[src/rtl/opc_mem_arbiter_if.sv]
// Bus bundle between the OPC memory arbiter and the CPU core, the host
// loader/debug port and the external memory pins. The arbiter uses the slave
// modport; whoever drives the requests and models the memory uses master.
interface opc_mem_arbiter_if;
    // CPU side
    logic        cpu_run;
    logic [10:0] cpu_addr;
    logic        cpu_rnw;
    logic [7:0]  cpu_wdata;
    logic [7:0]  cpu_rdata;
    logic        cpu_ce;
    // Host side
    logic        host_req;
    logic        host_rnw;
    logic [10:0] host_addr;
    logic [7:0]  host_wdata;
    logic [7:0]  host_rdata;
    logic        host_ack;
    // Status and debug (dbg_state mirrors the sequencer state encoding)
    logic        busy;
    logic [2:0]  dbg_state;
    // External memory pins
    logic [7:0]  mem_a;
    logic        mem_ale;
    logic [7:0]  mem_d_in;
    logic [7:0]  mem_d_out;
    logic        mem_d_oe;
    logic        mem_oe_n;
    logic        mem_we_n;

    // Requesters are level signals sampled only while the arbiter is idle;
    // completion is reported by a single-cycle cpu_ce / host_ack pulse.
    modport slave (
        input  cpu_run, cpu_addr, cpu_rnw, cpu_wdata,
        input  host_req, host_rnw, host_addr, host_wdata,
        input  mem_d_in,
        output cpu_rdata, cpu_ce, host_rdata, host_ack,
        output busy, dbg_state,
        output mem_a, mem_ale, mem_d_out, mem_d_oe, mem_oe_n, mem_we_n
    );

    modport master (
        output cpu_run, cpu_addr, cpu_rnw, cpu_wdata,
        output host_req, host_rnw, host_addr, host_wdata,
        output mem_d_in,
        input  cpu_rdata, cpu_ce, host_rdata, host_ack,
        input  busy, dbg_state,
        input  mem_a, mem_ale, mem_d_out, mem_d_oe, mem_oe_n, mem_we_n
    );
endinterface

[src/rtl/opc_mem_arbiter.sv]
// OPC external memory arbiter. Shares the single 8-bit memory bus between the
// CPU core and the host port. Each transaction runs IDLE -> AHI (high address
// onto the pins with ALE) -> ALO (low address, strobes set up) -> DAT held for
// 1+WAIT_CYCLES cycles -> DONE (ce/ack pulse) -> IDLE. Ties alternate owners.
module opc_mem_arbiter #(
    parameter int unsigned WAIT_CYCLES = 0
) (
    input  logic             clk,
    input  logic             rst_n,
    opc_mem_arbiter_if.slave bus
);

    typedef enum logic [2:0] {
        ST_IDLE = 3'd0,
        ST_AHI  = 3'd1,
        ST_ALO  = 3'd2,
        ST_DAT  = 3'd3,
        ST_DONE = 3'd4
    } state_t;

    localparam logic       OWN_CPU  = 1'b0;
    localparam logic       OWN_HOST = 1'b1;
    localparam logic [2:0] LP_WAIT  = 3'(WAIT_CYCLES);

    state_t      r_state;
    logic        r_owner;
    logic        r_last_owner;
    logic        r_rnw;
    logic [10:0] r_addr;
    logic [7:0]  r_wdata;
    logic [2:0]  r_wait;
    logic [7:0]  r_cpu_rdata;
    logic [7:0]  r_host_rdata;
    logic        r_cpu_ce;
    logic        r_host_ack;
    logic [7:0]  r_mem_a;
    logic        r_mem_ale;
    logic [7:0]  r_mem_d_out;
    logic        r_mem_d_oe;
    logic        r_mem_oe_n;
    logic        r_mem_we_n;

    logic        w_grant_any;
    logic        w_grant_host;
    logic        w_sel_rnw;
    logic [10:0] w_sel_addr;
    logic [7:0]  w_sel_wdata;

    // Arbitration: a lone requester wins; on a tie the one not served last wins
    always_comb begin
        w_grant_any  = bus.cpu_run | bus.host_req;
        w_grant_host = bus.host_req & (~bus.cpu_run | (r_last_owner == OWN_CPU));
        w_sel_rnw    = w_grant_host ? bus.host_rnw   : bus.cpu_rnw;
        w_sel_addr   = w_grant_host ? bus.host_addr  : bus.cpu_addr;
        w_sel_wdata  = w_grant_host ? bus.host_wdata : bus.cpu_wdata;
    end

    // Transaction sequencer: one state per bus phase, every pin output registered
    always_ff @(posedge clk or negedge rst_n) begin
        if (!rst_n) begin
            r_state      <= ST_IDLE;
            r_owner      <= OWN_CPU;
            r_last_owner <= OWN_HOST;
            r_rnw        <= 1'b1;
            r_addr       <= '0;
            r_wdata      <= '0;
            r_wait       <= '0;
            r_cpu_rdata  <= '0;
            r_host_rdata <= '0;
            r_cpu_ce     <= 1'b0;
            r_host_ack   <= 1'b0;
            r_mem_a      <= '0;
            r_mem_ale    <= 1'b0;
            r_mem_d_out  <= '0;
            r_mem_d_oe   <= 1'b0;
            r_mem_oe_n   <= 1'b1;
            r_mem_we_n   <= 1'b1;
        end else begin
            case (r_state)
                ST_IDLE: begin
                    // Latch the whole request so the requester may change or drop it
                    if (w_grant_any) begin
                        r_state   <= ST_AHI;
                        r_owner   <= w_grant_host ? OWN_HOST : OWN_CPU;
                        r_rnw     <= w_sel_rnw;
                        r_addr    <= w_sel_addr;
                        r_wdata   <= w_sel_wdata;
                        r_mem_a   <= {5'b0, w_sel_addr[10:8]};
                        r_mem_ale <= 1'b1;
                    end
                end
                ST_AHI: begin
                    r_state   <= ST_ALO;
                    r_mem_a   <= r_addr[7:0];
                    r_mem_ale <= 1'b0;
                    if (r_rnw) begin
                        r_mem_oe_n <= 1'b0;
                    end else begin
                        r_mem_d_oe  <= 1'b1;
                        r_mem_d_out <= r_wdata;
                    end
                end
                ST_ALO: begin
                    // Write strobe only opens once address and data have settled
                    r_state <= ST_DAT;
                    r_wait  <= LP_WAIT;
                    if (!r_rnw) begin
                        r_mem_we_n <= 1'b0;
                    end
                end
                ST_DAT: begin
                    if (r_wait == 3'd0) begin
                        r_state      <= ST_DONE;
                        r_mem_oe_n   <= 1'b1;
                        r_mem_we_n   <= 1'b1;
                        r_mem_d_oe   <= 1'b0;
                        r_last_owner <= r_owner;
                        if (r_owner == OWN_HOST) begin
                            r_host_ack <= 1'b1;
                            if (r_rnw) begin
                                r_host_rdata <= bus.mem_d_in;
                            end
                        end else begin
                            r_cpu_ce <= 1'b1;
                            if (r_rnw) begin
                                r_cpu_rdata <= bus.mem_d_in;
                            end
                        end
                    end else begin
                        r_wait <= r_wait - 3'd1;
                    end
                end
                ST_DONE: begin
                    r_state    <= ST_IDLE;
                    r_cpu_ce   <= 1'b0;
                    r_host_ack <= 1'b0;
                end
                default: begin
                    r_state <= ST_IDLE;
                end
            endcase
        end
    end

    assign bus.cpu_rdata  = r_cpu_rdata;
    assign bus.cpu_ce     = r_cpu_ce;
    assign bus.host_rdata = r_host_rdata;
    assign bus.host_ack   = r_host_ack;
    assign bus.busy       = (r_state != ST_IDLE);
    assign bus.dbg_state  = r_state;
    assign bus.mem_a      = r_mem_a;
    assign bus.mem_ale    = r_mem_ale;
    assign bus.mem_d_out  = r_mem_d_out;
    assign bus.mem_d_oe   = r_mem_d_oe;
    assign bus.mem_oe_n   = r_mem_oe_n;
    assign bus.mem_we_n   = r_mem_we_n;

endmodule

[src/flat_wrapper.sv]
// flat-port wrapper written by rule: the top's interface ports become plain ports
module opc_mem_arbiter_flat 
#(
    parameter int unsigned WAIT_CYCLES = 0
)
  (clk, rst_n, bus_cpu_run, bus_cpu_addr, bus_cpu_rnw, bus_cpu_wdata, bus_host_req, bus_host_rnw, bus_host_addr, bus_host_wdata, bus_mem_d_in, bus_cpu_rdata, bus_cpu_ce, bus_host_rdata, bus_host_ack, bus_busy, bus_dbg_state, bus_mem_a, bus_mem_ale, bus_mem_d_out, bus_mem_d_oe, bus_mem_oe_n, bus_mem_we_n);
  opc_mem_arbiter_if bus_i ();
  input  logic clk;
  input  logic rst_n;
  input wire logic [$bits(bus_i.cpu_run)-1:0] bus_cpu_run;
  input wire logic [$bits(bus_i.cpu_addr)-1:0] bus_cpu_addr;
  input wire logic [$bits(bus_i.cpu_rnw)-1:0] bus_cpu_rnw;
  input wire logic [$bits(bus_i.cpu_wdata)-1:0] bus_cpu_wdata;
  input wire logic [$bits(bus_i.host_req)-1:0] bus_host_req;
  input wire logic [$bits(bus_i.host_rnw)-1:0] bus_host_rnw;
  input wire logic [$bits(bus_i.host_addr)-1:0] bus_host_addr;
  input wire logic [$bits(bus_i.host_wdata)-1:0] bus_host_wdata;
  input wire logic [$bits(bus_i.mem_d_in)-1:0] bus_mem_d_in;
  output wire logic [$bits(bus_i.cpu_rdata)-1:0] bus_cpu_rdata;
  output wire logic [$bits(bus_i.cpu_ce)-1:0] bus_cpu_ce;
  output wire logic [$bits(bus_i.host_rdata)-1:0] bus_host_rdata;
  output wire logic [$bits(bus_i.host_ack)-1:0] bus_host_ack;
  output wire logic [$bits(bus_i.busy)-1:0] bus_busy;
  output wire logic [$bits(bus_i.dbg_state)-1:0] bus_dbg_state;
  output wire logic [$bits(bus_i.mem_a)-1:0] bus_mem_a;
  output wire logic [$bits(bus_i.mem_ale)-1:0] bus_mem_ale;
  output wire logic [$bits(bus_i.mem_d_out)-1:0] bus_mem_d_out;
  output wire logic [$bits(bus_i.mem_d_oe)-1:0] bus_mem_d_oe;
  output wire logic [$bits(bus_i.mem_oe_n)-1:0] bus_mem_oe_n;
  output wire logic [$bits(bus_i.mem_we_n)-1:0] bus_mem_we_n;
  assign bus_i.cpu_run = bus_cpu_run;
  assign bus_i.cpu_addr = bus_cpu_addr;
  assign bus_i.cpu_rnw = bus_cpu_rnw;
  assign bus_i.cpu_wdata = bus_cpu_wdata;
  assign bus_i.host_req = bus_host_req;
  assign bus_i.host_rnw = bus_host_rnw;
  assign bus_i.host_addr = bus_host_addr;
  assign bus_i.host_wdata = bus_host_wdata;
  assign bus_i.mem_d_in = bus_mem_d_in;
  assign bus_cpu_rdata = bus_i.cpu_rdata;
  assign bus_cpu_ce = bus_i.cpu_ce;
  assign bus_host_rdata = bus_i.host_rdata;
  assign bus_host_ack = bus_i.host_ack;
  assign bus_busy = bus_i.busy;
  assign bus_dbg_state = bus_i.dbg_state;
  assign bus_mem_a = bus_i.mem_a;
  assign bus_mem_ale = bus_i.mem_ale;
  assign bus_mem_d_out = bus_i.mem_d_out;
  assign bus_mem_d_oe = bus_i.mem_d_oe;
  assign bus_mem_oe_n = bus_i.mem_oe_n;
  assign bus_mem_we_n = bus_i.mem_we_n;
  opc_mem_arbiter #(.WAIT_CYCLES(WAIT_CYCLES)) u_core (.clk(clk), .rst_n(rst_n), .bus(bus_i));
endmodule
[config.mk]
export PLATFORM = sky130hd
export DESIGN_NAME = opc_mem_arbiter_flat
export DESIGN_NICKNAME = d
export VERILOG_FILES = /design/src/rtl/opc_mem_arbiter_if.sv /design/src/rtl/opc_mem_arbiter.sv /design/src/flat_wrapper.sv
export SDC_FILE = /design/constraint.sdc
export NUM_CORES = 1
export LEC_CHECK = 0
export ABC_AREA = 1
export ABC_CLOCK_PERIOD_IN_PS = 2000
export CAP_MARGIN = 20
export CORE_MARGIN = 3
export CORE_UTILIZATION = 46
export DETAILED_ROUTE_END_ITERATION = 10
export HOLD_SLACK_MARGIN = 0.12
export MAX_ROUTING_LAYER = met4
export PLACE_DENSITY = 0.86
export SYNTH_ARGS = -nofsm -noshare
export SYNTH_HDL_FRONTEND = slang
export SYNTH_SLANG_ARGS = --single-unit
[constraint.sdc]
create_clock -name clk -period 2 [get_ports clk]
set_input_delay 0.3 -clock clk [delete_from_list [all_inputs] [get_ports clk]]
set_output_delay 0.3 -clock clk [all_outputs]
set_load 0.02 [all_outputs]
Word level (Yosys, flattened, before mapping)

Index checks and enable logic that the tools add are counted.

Bits in registers: 63
Bits in latches: 0
Memory bits (writable): 0
Bits in read-only memories: 0
Input port bits: 52
Output and inout port bits: 42
Word-level logic and storage cells: 84
Memories kept: 0

$add $sub $neg: 1
$mul: 0
Divide/modulo/power cells: 0
$lt $le $gt $ge: 0
Equal/unequal tests: 12
Shift operators: 0
Multiplexer cells: 27
Bitwise operators: 7
Reduce and logical (&&, ||, !) cells: 20

Operators with widths:

| kind                                                   | count |
|---|---|
| two-way mux 8 bit                                      | 2 |
| one-hot mux 8 bit (2 select lines)                     | 1 |
| AND reduction 3 bit                                    | 5 |
| two-way mux 1 bit                                      | 12 |
| one-hot mux 1 bit (2 select lines)                     | 6 |
| one-hot mux 3 bit (4 select lines)                     | 1 |
| AND reduction 2 bit                                    | 6 |
| two-way mux 11 bit                                     | 1 |
| two-way mux 3 bit                                      | 3 |
| inequality test 2 x 1 -> 1 bit (second input constant) | 4 |
| inequality test 2 bit (second input constant)          | 4 |
| AND reduction 4 bit                                    | 2 |
| nonzero test 2 bit                                     | 4 |
| == test 3 x 2 -> 1 bit (second input constant)         | 2 |
| logical NOT 3 bit                                      | 2 |
| one-hot mux 3 bit (2 select lines)                     | 1 |
| inverter 1 bit                                         | 4 |
| == test 3 x 1 -> 1 bit (second input constant)         | 1 |
| == test 3 bit (second input constant)                  | 1 |
| nonzero test 3 bit                                     | 1 |
| subtractor 3 x 1 -> 3 bit (second input constant)      | 1 |
| OR 1 bit                                               | 2 |
| bitwise AND 1 bit                                      | 1 |

Depth between registers and ports, before layout

Depth after elaboration: 6
Gate-level depth with buffers: 9
Depth with buffers taken out: 8

Worst setup path before layout

No wires, ideal clock.

Path type: register to register
Start: reg u_core.r_wait[0]
End: reg u_core.r_host_rdata[0] (netlist: u_core.bus.host_rdata[0])
Setup time: 0.117 ns
Data arrival time: 1.348 ns
Required time: 1.883 ns
Path slack: 0.535 ns
Cell stages (with the launch flop): 10
Path buffers: 1
Clock period less this slack: 1.465 ns
Cells stage by stage: dfrtp_1 inv_1 ha_1 ha_1 inv_1 nor3_2 buf_4 nand2_2 nand2_1 nand2_1

Longest elaborated chain between the ends: 2

RTL lines:

| item                                 | line                   | source |
|---|---|---|
| from (decl)                          | opc_mem_arbiter.sv:31  | `logic [2:0] r_wait;` |
| from (signal assigned)               | opc_mem_arbiter.sv:130 | `r_wait <= r_wait - 3'd1;` |
| logical NOT 3 bit                    | opc_mem_arbiter.sv:112 | `if (r_wait == 3'd0) begin` |
| AND reduction 4 bit (no source line) | --                     |  |
| to (signal assigned)                 | opc_mem_arbiter.sv:121 | `r_host_rdata <= bus.mem_d_in;` |
| to (decl)                            | opc_mem_arbiter.sv:33  | `logic [7:0] r_host_rdata;` |

Every way passes these cells.
A chain may end at the register's enable or synchronous reset.

Worst setup path after layout

Start: reg u_core.r_state[2] (netlist: u_core.bus.dbg_state[2])
End: out bus_dbg_state[2]

RTL lines:

| item                   | line                  | source |
|---|---|---|
| from (decl)            | opc_mem_arbiter.sv:25 | `state_t r_state;` |
| from (signal assigned) | opc_mem_arbiter.sv:61 | `r_state <= ST_IDLE;` |
| from (signal assigned) | opc_mem_arbiter.sv:83 | `r_state <= ST_AHI;` |
| from (signal assigned) | opc_mem_arbiter.sv:93 | `r_state <= ST_ALO;` |
| to (decl)              | flat_wrapper.sv:24    | `output wire logic [$bits(bus_i.dbg_state)-1:0] bus_dbg_state;` |

No word-level cell between the ends.

==> key figures <==
Status
  – Status: finished clean

Critical path
  – Crit path cell chain: clkdlybuf4s50_1
  – Crit start category: register
  – Critical Path Max Stage Delay: 0.67 ns
  – CP max-delay cell: clkdlybuf4s50_1
  – CP bufs+invs: 1
  – Worst setup path class: reg -> out
  – Family with the most delay on the worst path: buffers and inverters
  – Crit. End Element: output port
  – CP required: 1.70 ns
  – WP data arrival: 1.52 ns
  – CP max FO: 7

Synth
  – Xor-xnor portion of the synthesized cell area: 0
  – Seq cells post-synth: 63
  – Mux share of post-synthesis cell area: 0
  – Ys Warns: 0
  – Post-synthesis cell type count: 23
  – Register area share after synthesis: 0.549
  – Main combinational cell family by area after synthesis: simple AND/OR/NAND/NOR gates
  – Synth Area in Compound Gates: 0.0191
  – Post-synthesis cell area: 2880 um^2
  – Simple-Gate Fraction of Synth Area: 0.352
  – Syn Nets: 420
  – Adder-Cell Fraction of Synth Area: 0.00868
  – Cells after synthesis: 366
  – Mean post-synth cell area: 7.87 um^2

Floorplan
  – Total core area: 5990 um^2
  – I/O Pins: 94
  – Die Area: 7250 um^2
  – Row count: 28
  – Die Y-Extent: 85.1 um
  – Chip Width: 85.1 um
  – Initial core utilization: 0.481

Drt
  – Final ANT Viol Nets: 0
  – Drt initial violations: 132
  – DRC viols: 0
  – Vias/cell: 4.88
  – WL final: 6.82 mm
  – Drt first pass iters: 4
  – Wirelength per Cell: 12.6 um
  – Via count: 2646

Clock network
  – Clock buffer depth: 2
  – Setup bufs post-CTS: 0
  – CTS tree: built
  – Root Buffer: clkbuf_8
  – Number of CTS-inserted buffers: 9
  – Sink Count: 63
  – H-tree levels: 3
  – Worst-skew pair later-pin latency: 0.33 ns
  – Worst-path clk slew: 0.06 ns

Finish
  – Multi-input gate area: 1090 um^2
  – Commonest non-fill, non-tap cell in the layout: nand2_1
  – Area delta synth->final: 40.6%
  – Fillers: 495
  – Register Area: 1580 um^2
  – Commonest non-fill, non-tap cells in the layout: nand2_1, clkdlybuf4s50_1, dfrtp_1
  – Ratio of cells with drive above 1 in the final layout: 0.0685
  – Final std cells w/o fill: 542
  – Nets@finish: 518
  – Inserted Diodes: 0

Placed design
  – Cells after DPL: 527
  – Count of input and output buffers: 93
  – Routability Congestion: 0.789
  – DP Wirelength: 5.05 mm

Global routing
  – Vias in the first global route: 2613
  – Largest net degree at the start of global routing: 47
  – Total global-route track usage: 0.207
  – Global route overflow: 0
  – First-pass GRT wire length: 11.6 mm
  – Initial antenna violation count: 0

STA
  – Tcrit/Tclk final: 0.909
  – RSZ-0062 raised after global routing: false
  – Slew HR: 0.679
  – Final Max Slew Viols: 0
  – Final Hold Vio Count: 0
  – Sum Neg Setup Slack: 0 ns
  – Clock Skews: 0.00594 ns
  – Fmax: 550 MHz
  – WHS: 0.469 ns
  – Slew @ Worst Pin: 0.482 ns
  – Fin crit period: 1.82 ns
  – Final Setup Violations: 0

Pwr
  – Logic gate share of total power: 0.477
  – P per Cell Area: 1520 nW/um^2
  – Worst VDD drop: 0.000992 V
  – Flop pwr share: 0.369
  – Pwr Total: 6.16 mW
  – Leakage: 2.09 nW
  – Internal power: 3.65 mW
  – NetSw: 2.51 mW
  – Switch share: 0.408
  – Clk pwr share: 0.154

Min path
  – HP Class: reg -> reg

Flow run
  – Max-Cap Viols: 0
[metal layers]
layer | track usage | vias to the layer above | part of all wire
met5 | - | - | 0
met4 | 0.0604 | 0 | 0.018
met3 | 0.0699 | 15 | 0.080
met2 | 0.338 | 94 | 0.48
met1 | 0.244 | 1220 | 0.42
li1 | - | 1317 | -
[layout make-up]
| class | instances | share of cell area |
|---|---|---|
| Tap cell | 75 | 0.0232 |
| Sequential cell | 63 | 0.391 |
| Timing Repair Buffer | 100 | 0.246 |
| Multi-Input combinational cell | 258 | 0.270 |
| Clock inverter | 1 | 0.00124 |
| Clock buffer | 13 | 0.0392 |
| Inverter | 32 | 0.0297 |
[state kept, by name, summed over array words and instances (netlist names)]
register and cells:
u_core.bus.cpu_ce 1, u_core.bus.cpu_rdata 8, u_core.bus.dbg_state 3, u_core.bus.host_ack 1, u_core.bus.host_rdata 8, u_core.bus.mem_a 8, u_core.bus.mem_ale 1, u_core.bus.mem_d_oe 1
u_core.bus.mem_d_out 8, u_core.bus.mem_oe_n 1, u_core.bus.mem_we_n 1, u_core.r_addr 8, u_core.r_last_owner 1, u_core.r_owner 1, u_core.r_rnw 1, u_core.r_wait 3
u_core.r_wdata 8
[power groups by stage]
stage | sequential, mW | clock [mW] | combinational, mW
2_1_floorplan | 2.69 | 0 | 1.31
3_3_place_gp | 2.27 | 0 | 2.88
3_5_place_dp | 2.29 | 0 | 2.96
4_1_cts | 2.27 | 0.972 | 2.98
5_1_grt | 2.35 | 1.02 | 3.25
6_report | 2.28 | 0.948 | 2.94
[logic make-up after synthesis]
kind of cell | count (synthesis)
AOI/OAI and AO/OA | 10
DFF | 63
and+or+nand+nor | 246
buffers and inverters | 45
adders and majority gates | 2
[synthesized netlist by cell type]
| master | instances | share of area |
|---|---|---|
| nand2_1 | 160 | 0.21 |
| dfrtp_1 | 59 | 0.51 |
| nand3_1 | 42 | 0.073 |
| nor2_1 | 37 | 0.048 |
| inv_1 | 30 | 0.039 |
| buf_2 | 6 | 0.010 |
| buf_4 | 4 | 0.010 |
| dfstp_2 | 4 | 0.036 |
| o21ai_0 | 4 | 0.0069 |
| a21oi_1 | 3 | 0.0052 |
| buf_6 | 2 | 0.0078 |
| ha_1 | 2 | 0.0087 |
| nand2_2 | 2 | 0.0043 |
| nor2_2 | 2 | 0.0043 |
| clkbuf_1 | 1 | 0.0013 |
| clkinv_1 | 1 | 0.0013 |
| inv_2 | 1 | 0.0013 |
| nand3_4 | 1 | 0.0061 |
| nor2_4 | 1 | 0.0039 |
| nor3_2 | 1 | 0.0035 |
| o211ai_1 | 1 | 0.0026 |
| o21a_1 | 1 | 0.0026 |
| o21ai_1 | 1 | 0.0017 |
[final timing paths]
check	from	end	slack [ns]	depth (start not counted)
worst max-delay path	u_core.bus.dbg_state[2]	bus_dbg_state[2]	0.18	1
worst min-delay path	u_core.r_last_owner	u_core.r_last_owner	0.47	2
worst max register to register	u_core.r_wait[0]	u_core.bus.cpu_rdata[2]	0.32	8
worst min register to register	u_core.r_last_owner	u_core.r_last_owner	0.47	2
max in group asynchronous	rst_n	u_core.bus.dbg_state[1]	1.07	3
min in group asynchronous	rst_n	u_core.bus.dbg_state[2]	0.50	3
[timing repair]
item	CTS	global route
hold buffers	1	0
hold endpoints to repair	59	0
endpoints found under the setup margin	0	1
gates resized for setup	0	2
[per-stage QoR]
step,instance area (um^2),setup slack [ns],utilization
3_5_place_dp,3870,0.0826,0.646
3_3_place_gp,3870,0.193,0.646
6_report,4050,0.182,0.676
5_1_grt,4050,0.107,0.676
2_1_floorplan,2880,0.535,-
4_1_cts,4050,0.0296,0.675
No activity file was read; power rests on OpenSTA's default activity.
==> patch, RTL diff (same flow settings) <==
Make the reset (`rst_n`) synchronous in one clocked block.
--- a/src/rtl/opc_mem_arbiter.sv
+++ b/src/rtl/opc_mem_arbiter.sv
@@ -56,7 +56,7 @@
     end
 
     // Transaction sequencer: one state per bus phase, every pin output registered
-    always_ff @(posedge clk or negedge rst_n) begin
+    always_ff @(posedge clk) begin
         if (!rst_n) begin
             r_state      <= ST_IDLE;
             r_owner      <= OWN_CPU;
Behaviour: differs if rst_n is asserted again (counterexample within 4 cycles, from zero or initial values and one cycle with rst_n low); with rst_n held inactive, the same outputs for 10 cycles.
==> patch against the original RTL <==
Maximum frequency decreased by 2.5%; design area decreased by 6.7%; critical path depth increased by 2; sequential cell count unchanged; setup slack got worse by 48 ps; critical endpoint is now bus_busy; synthesized cell count decreased by 6.3%; wire length increased by 11%; area after synthesis decreased by 8.7%.
Power is not compared: it rests on default switching activity, and its combinational part moved more than twofold at a synthesized area within 25%.
==> patch: results (changes against the original RTL) <==
first-pass GRT wire length=12.39 mm (+6.5%); most frequent cells after synthesis=68 x nand2_1, 63 x dfxtp_1, 53 x a21oi_1, 34 x o21ai_0, 28 x nor2_1; cell count after synthesis=343 (-6.3%); Crit. Startpoint=u_core.bus.dbg_state[0]; Crit Path Max Fanout=5 (-2); dpl hpwl=5.452 mm (+7.9%); Post-CTS Resized=1 (+1); Tot GR Track Use=0.2521 (+0.04508); M2 GR Usage=0.4145 (+0.07692); Met1 Wirelength=3.147 mm (+8.9%); placed insts=496 (-5.9%); Synth cell types=25 (+8.7%); status=completed; Avg Vias per Cell=5.221 (+6.9%); met2 WL=3.749 mm (+15%); initial drt markers=209 (+58%); crit path DAT=1570 ps (+50 ps); DP Area=3595 um^2 (-7.2%); proportion of layout cells with a drive suffix above 1=0.07710 (+0.008575); pre-CTS WS=187.4 ps (+104.8 ps); fraction of area in multi-input gates=0.3147 (+0.04467); grt met3 use=0.06469 (-0.005210); register area=1265 um^2 (-20%); asr flop ratio synth=0 (-1.000); r2r startpoint=u_core.r_wait[0]; Non-CTS buffers=98 (-2.0%); drt wl/cell=14.79 um (+17%); Slew HR=0.5408 (-0.1380); Clock buf/inv share=0.04737 (+0.006897); Non-clock inverters=23 (-28%); total detailed-routing wirelength=7.557 mm (+11%); hold_sp=u_core.bus.cpu_ce; vias in the first global route=2,616 (+0.11%); number of multi-input logic gates=242 (-6.2%); clk_skew=13.03 ps (+7.097 ps); top cell type's share of synthesized area=0.4793 (-0.03306); Filler Cell Count=431 (-13%); CTS Hold Buffers Added=0 (-1); CLK BUF=11 (-2); pin count of the biggest net entering global routing=26 (-45%); Synth area leaders=dfxtp_1 48%, a21oi_1 10%, nand2_1 9.7%
==> patch: worst paths after layout <==
kind | endpoint | slack (ps) | cells after the start
worst min-delay path | u_core.bus.cpu_ce | 450 | 2
worst min register to register | u_core.bus.cpu_ce | 450 | 2
worst max-delay path | bus_busy | 130 | 3
worst max register to register | u_core.bus.cpu_rdata[2] | 320 | 7
==> patch: worst reg2reg max path, delay by kind of cell (launching register included) <==
family          cells  cell delay (ps)
compound gates      1              200
simple gates        3              540
fa+ha+maj           2              440
flops               1              340
buf+inv             1               60
==> patch: cells by family after synthesis <==
| group | count (synthesis) | share of synthesized area |
|---|---|---|
| AOI/OAI and AO/OA | 92 | 0.1755 |
| and+or+nand+nor | 148 | 0.2668 |
| buffers and inverters | 38 | 0.06895 |
| adders and majority gates | 2 | 0.009509 |
| DFF | 63 | 0.4793 |
